==> config.mk <==
export PLATFORM = sky130hd
export DESIGN_NAME = sga_game_controller
export DESIGN_NICKNAME = d
export VERILOG_FILES = /design/src/rtl/sga_game_controller.sv
export SDC_FILE = /design/constraint.sdc
export NUM_CORES = 1
export LEC_CHECK = 0
export CORE_ASPECT_RATIO = 1.25
export CORE_MARGIN = 8
export CORE_UTILIZATION = 55
export CTS_CLUSTER_DIAMETER = 80
export DETAILED_ROUTE_END_ITERATION = 6
export PLACE_DENSITY = 0.9
export RECOVER_POWER = 25
export SKIP_LAST_GASP = 1
export SLEW_MARGIN = 15
export SYNTH_ARGS = -nofsm -noshare
export SYNTH_HDL_FRONTEND = slang
export SYNTH_SLANG_ARGS = --single-unit
export TNS_END_PERCENT = 30
==> constraint.sdc <==
create_clock -name clock -period 6.3 [get_ports clock]
set_clock_uncertainty 0.2 [all_clocks]
set_input_delay 1.26 -clock clock [delete_from_list [all_inputs] [get_ports clock]]
set_output_delay 1.26 -clock clock [all_outputs]
set_load 0.05 [all_outputs]
==> src/rtl/sga_game_controller.sv <==
// Snake Game Arcade control unit: sequences init, apple placement, render, tick wait, move, check and growth.
// Latency: Moore outputs valid the cycle after each state transition; render_count is gated combinationally by render_finish.
// Backpressure: RENDER waits on render_finish indefinitely; iniciar only acts in IDLE, END and WIN.
module sga_game_controller #(
  parameter int TICK_CYCLES = 1000,
  parameter int MAX_SIZE    = 15
) (
  input  logic       clock,
  input  logic       reset,
  input  logic       iniciar,
  input  logic [3:0] buttons,
  input  logic       render_finish,
  input  logic       apple_eaten,
  input  logic       collision,
  output logic       clear_size,
  output logic       count_size,
  output logic       render_clr,
  output logic       render_count,
  output logic       register_apple,
  output logic       reset_apple,
  output logic       move_step,
  output logic [1:0] direction,
  output logic       jogando,
  output logic       ganhou,
  output logic       perdeu,
  output logic [3:0] db_estado
);

  localparam int TW = (TICK_CYCLES > 2) ? $clog2(TICK_CYCLES) : 1;
  localparam logic [TW-1:0] TICK_LAST = TW'(TICK_CYCLES - 1);
  localparam logic [3:0]    SIZE_WIN  = 4'(MAX_SIZE);

  typedef enum logic [3:0] {
    S_IDLE        = 4'd0,
    S_INIT        = 4'd1,
    S_PLACE_APPLE = 4'd2,
    S_RENDER_CLR  = 4'd3,
    S_RENDER      = 4'd4,
    S_WAIT_TICK   = 4'd5,
    S_MOVE        = 4'd6,
    S_CHECK       = 4'd7,
    S_GROW        = 4'd8,
    S_END         = 4'd9,
    S_WIN         = 4'd10
  } state_t;

  state_t          r_state;
  state_t          w_next;
  logic [TW-1:0]   r_tick;
  logic [3:0]      r_size;
  logic [3:0]      w_size_inc;
  logic            w_tick_last;
  logic [1:0]      r_dir;
  logic            r_pend_vld;
  logic [1:0]      r_pend_dir;
  logic            w_btn_vld;
  logic [1:0]      w_btn_dir;
  logic [1:0]      w_rev_dir;

  assign w_size_inc  = r_size + 4'd1;
  assign w_tick_last = (r_tick == TICK_LAST);
  assign w_rev_dir   = r_dir ^ 2'b11;
  assign direction   = r_dir;
  assign db_estado   = r_state;

  // State register
  always_ff @(posedge clock or posedge reset) begin
    if (reset) begin
      r_state <= S_IDLE;
    end else begin
      r_state <= w_next;
    end
  end

  // Next-state logic and Moore output decode
  always_comb begin
    w_next         = r_state;
    clear_size     = 1'b0;
    count_size     = 1'b0;
    render_clr     = 1'b0;
    render_count   = 1'b0;
    register_apple = 1'b0;
    reset_apple    = 1'b0;
    move_step      = 1'b0;
    jogando        = 1'b1;
    ganhou         = 1'b0;
    perdeu         = 1'b0;
    case (r_state)
      S_IDLE: begin
        jogando = 1'b0;
        if (iniciar) w_next = S_INIT;
      end
      S_INIT: begin
        clear_size  = 1'b1;
        reset_apple = 1'b1;
        render_clr  = 1'b1;
        w_next      = S_PLACE_APPLE;
      end
      S_PLACE_APPLE: begin
        register_apple = 1'b1;
        w_next         = S_RENDER_CLR;
      end
      S_RENDER_CLR: begin
        render_clr = 1'b1;
        w_next     = S_RENDER;
      end
      S_RENDER: begin
        render_count = ~render_finish;
        if (render_finish) w_next = S_WAIT_TICK;
      end
      S_WAIT_TICK: begin
        if (w_tick_last) w_next = S_MOVE;
      end
      S_MOVE: begin
        move_step = 1'b1;
        w_next    = S_CHECK;
      end
      S_CHECK: begin
        if (collision)        w_next = S_END;
        else if (apple_eaten) w_next = S_GROW;
        else                  w_next = S_RENDER_CLR;
      end
      S_GROW: begin
        count_size = 1'b1;
        w_next     = (w_size_inc == SIZE_WIN) ? S_WIN : S_PLACE_APPLE;
      end
      S_END: begin
        jogando = 1'b0;
        perdeu  = 1'b1;
        if (iniciar) w_next = S_INIT;
      end
      S_WIN: begin
        jogando = 1'b0;
        ganhou  = 1'b1;
        if (iniciar) w_next = S_INIT;
      end
      default: begin
        jogando = 1'b0;
        w_next  = S_IDLE;
      end
    endcase
  end

  // Tick counter: free-runs only in WAIT_TICK, wraps to 0 on the last cycle
  always_ff @(posedge clock or posedge reset) begin
    if (reset) begin
      r_tick <= '0;
    end else if (r_state == S_INIT) begin
      r_tick <= '0;
    end else if (r_state == S_WAIT_TICK) begin
      r_tick <= w_tick_last ? '0 : r_tick + TW'(1);
    end
  end

  // Internal size copy, mirrors the datapath counter and saturates at the win length
  always_ff @(posedge clock or posedge reset) begin
    if (reset) begin
      r_size <= 4'd0;
    end else if (r_state == S_INIT) begin
      r_size <= 4'd1;
    end else if (r_state == S_GROW && r_size != SIZE_WIN) begin
      r_size <= w_size_inc;
    end
  end

  // Button priority: lowest index wins, and the index is the direction code
  always_comb begin
    w_btn_vld = |buttons;
    w_btn_dir = 2'b00;
    if (buttons[0])      w_btn_dir = 2'b00;
    else if (buttons[1]) w_btn_dir = 2'b01;
    else if (buttons[2]) w_btn_dir = 2'b10;
    else if (buttons[3]) w_btn_dir = 2'b11;
  end

  // Direction latch; a press on the edge entering MOVE is parked so that MOVE keeps the old heading
  always_ff @(posedge clock or posedge reset) begin
    if (reset) begin
      r_dir      <= 2'b00;
      r_pend_vld <= 1'b0;
      r_pend_dir <= 2'b00;
    end else if (r_state == S_INIT) begin
      r_dir      <= 2'b00;
      r_pend_vld <= 1'b0;
    end else if (jogando) begin
      if (w_next == S_MOVE) begin
        if (w_btn_vld && w_btn_dir != w_rev_dir) begin
          r_pend_vld <= 1'b1;
          r_pend_dir <= w_btn_dir;
        end
      end else if (r_pend_vld) begin
        r_pend_vld <= 1'b0;
        if (r_pend_dir != w_rev_dir) r_dir <= r_pend_dir;
      end else if (w_btn_vld && w_btn_dir != w_rev_dir) begin
        r_dir <= w_btn_dir;
      end
    end else begin
      r_pend_vld <= 1'b0;
    end
  end

endmodule

==> qor.yml <==
ys_types: 47
fin_tns_setup_ps: 0
max_freq_mhz: 226
grt_pass1_wl_mm: 5.73
leakagePower_nw: 0.751
die_w_microns: 62.9
wl_mm: 3.38
ys_seq_area_share_pct: 38.0
power.density_nw_per_um2: 422
wire_per_inst_microns: 14.6
setup_viol: 0
rrSetupSlack_ps: 3780
place_hpwl_mm: 2.50
final_util_pct: 67.2
setup_slack_ps: 1880
vias_per_cell: 5.94
cts_tree: "done"
port_buffers: 25
syn_to_final_growth_pct: 17.9
critical_path.max_stage_delay_ps: 980
coreArea_sq_um: 2650
max-vdd-ir-drop_mv: 0.273
path_buf_inv: 1
drv_cap: 0
synth.yosys.warnings: 0
totalPowerFinal_uw: 753
track_usage_pct: 14.4
grt_pass1_vias: 1283
cts_num_sinks: 23
grt_max_degree: 24
critPathKind: "reg -> out"
worstPathMaxFanout: 18
dp_worst_setup_slack_ps: 2060
top_level_ports: 26
intPower_uw: 363
synth_edf_count: 0
worstPathArrival_ps: 2960
antenna_found_initial: 0
final_cell_mix: "dfrtp_1, clkdlybuf4s50_1, nand2_1"
async_reset_ff_share_pct: 100
gp_congestion: 0.809
endpoint_kind: "primary output"
p_sw_uw: 390
nNetsFinal: 211
final_hold_viol_count: 0
drive_gt1_share_pct: 5.08
fillers: 226
status: "finished, final reports clean"
cts.htree.levels: 1
die_h_microns: 74.6
register_area_sq_um: 576
multi_input_area_sq_um: 862
antennaDiodeCount: 0
power.share.sequential_pct: 33.1
rsz0062_at_grt: "no"
sw_frac_of_total_pct: 51.7
firstDrtPassIters: 4
layout_min_cycle_time_ps: 4420
worstSetupStartpointType: "register"
via_count: 1373
cp_top_family: "simple AND/OR/NAND/NOR gates"
ys.flop_type: "dfrtp_1"
slew_headroom_pct: 22.8
pwr-share-clk_pct: 9.0
syn_area_sq_um: 1510
worst_skew_pair.late_latency_ps: 310
cts_setup_buffers: 0
cts_buffers: 3
ys_seq_elements: 23
gr-total-overflow: 0
drt_iter0_markers: 106
worstMarginPinSlew_ps: 1140
clockBufferDepth: 2
syn_avg_cell_area_sq_um: 8.59
rows: 21
period_share_pct: 70.2
syn_inst: 176
power_frac_comb_pct: 57.8
ctsHoldBuffers: 0
clockRootBuffer: "clkbuf_4"
slew_violations: 0
slowest_stage: "nor4b_1"
syn_nets: 189
cp_data_required_time_ps: 4840
ant_nets: 0
drc: 0
cts_resized: 0
path_cells: "nor4b_1 > clkdlybuf4s50_1"
clkTransAtPathRegs_ps: 130
hold_class: "reg -> reg"
dieArea_sq_um: 4690
initial_core_util_pct: 57.0
## power groups by stage
stage / Clock, mW / Combinational, mW / Sequential [mW]
6_report: 0.0680 / 0.435 / 0.250
5_1_grt: 0.0773 / 0.465 / 0.258
4_1_cts: 0.0712 / 0.442 / 0.250
3_5_place_dp: 0 / 0.440 / 0.253
3_3_place_gp: 0 / 0.428 / 0.249
2_1_floorplan: 0 / 0.301 / 0.271
## registers in the layout (all words and copies together), names as in the netlist
register    count
direction       2
r_tick         10
r_pend_dir      2
r_pend_vld      1
r_size          4
db_estado       4
## path summary, 6_finish.rpt
kind | startpoint | to | depth (start not counted)
setup / recovery | db_estado[3]$_DFF_PP0_ | count_size | 2
hold / removal | r_tick[8]$_DFFE_PP0P_ | r_tick[8]$_DFFE_PP0P_ | 1
setup reg to reg | db_estado[3]$_DFF_PP0_ | r_size[0]$_DFFE_PP0P_ | 4
hold reg to reg | r_tick[8]$_DFFE_PP0P_ | r_tick[8]$_DFFE_PP0P_ | 1
max in group asynchronous | reset | r_tick[4]$_DFFE_PP0P_ | 2
min in group asynchronous | reset | r_size[0]$_DFFE_PP0P_ | 2
## cells in the mapped netlist, drive strengths merged (2+ instances only)
master	instances	share of area [%]
or4	4	2.2
xor2	5	2.9
ha	3	2.5
and3	4	1.7
nand3	5	1.7
xnor2	5	2.9
dfrtp	23	38
mux2	2	2.0
a31oi	3	1.2
nor3b	3	1.5
o31ai	3	1.5
buf	4	1.8
a21boi	2	0.99
inv	6	1.5
o21ai	16	5.3
a21oi	9	3.0
nor2	16	4.0
nand2	20	5.0
clkbuf	5	1.2
o41ai	2	1.2
nor4	2	0.83
or2	2	0.99
nand4	2	0.83
nor3	6	2.0
nand2b	7	2.9
## per-stage QoR
stage | area [sq um] | hold WS (ps) | std cells
floorplan | 1510 | 261 | 176
finish | 1780 | 318 | 231
detailed placement | 1770 | 291 | 227
global route | 1780 | 386 | 231
global placement | 1770 | 283 | 227
CTS | 1790 | 314 | 231
## cell families after synthesis
| kind of cell | Yosys count | share of synthesized area [%] |
|---|---|---|
| AND/OR/NAND/NOR | 79 | 28.7 |
| AO/OA/AOI/OAI | 43 | 17.8 |
| flip-flops | 23 | 38.0 |
| buffers and inverters | 15 | 4.55 |
| XOR/XNOR | 10 | 5.79 |
| multiplexers | 3 | 2.65 |
| adder cells (fa/ha/maj) | 3 | 2.48 |
## layer usage
layer / track usage [%] / wire length, microns / up-vias
li1: - / - / 683
met1: 16.6 / 1490 / 669
met2: 27.0 / 1790 / 17
met3: 2.08 / 78 / 4
met4: 4.31 / 19 / 0
met5: 0 / 0 / -
## cell type report
type | instances | share of cell area, %
multi-input combinational | 138 | 48.3
sequential | 23 | 32.3
timing repair buffer | 26 | 14.2
tap | 34 | 2.38
clock buffer | 3 | 1.26
inverter | 6 | 1.26
clock inverter | 1 | 0.281
No activity file was read; power rests on OpenSTA's default activity.
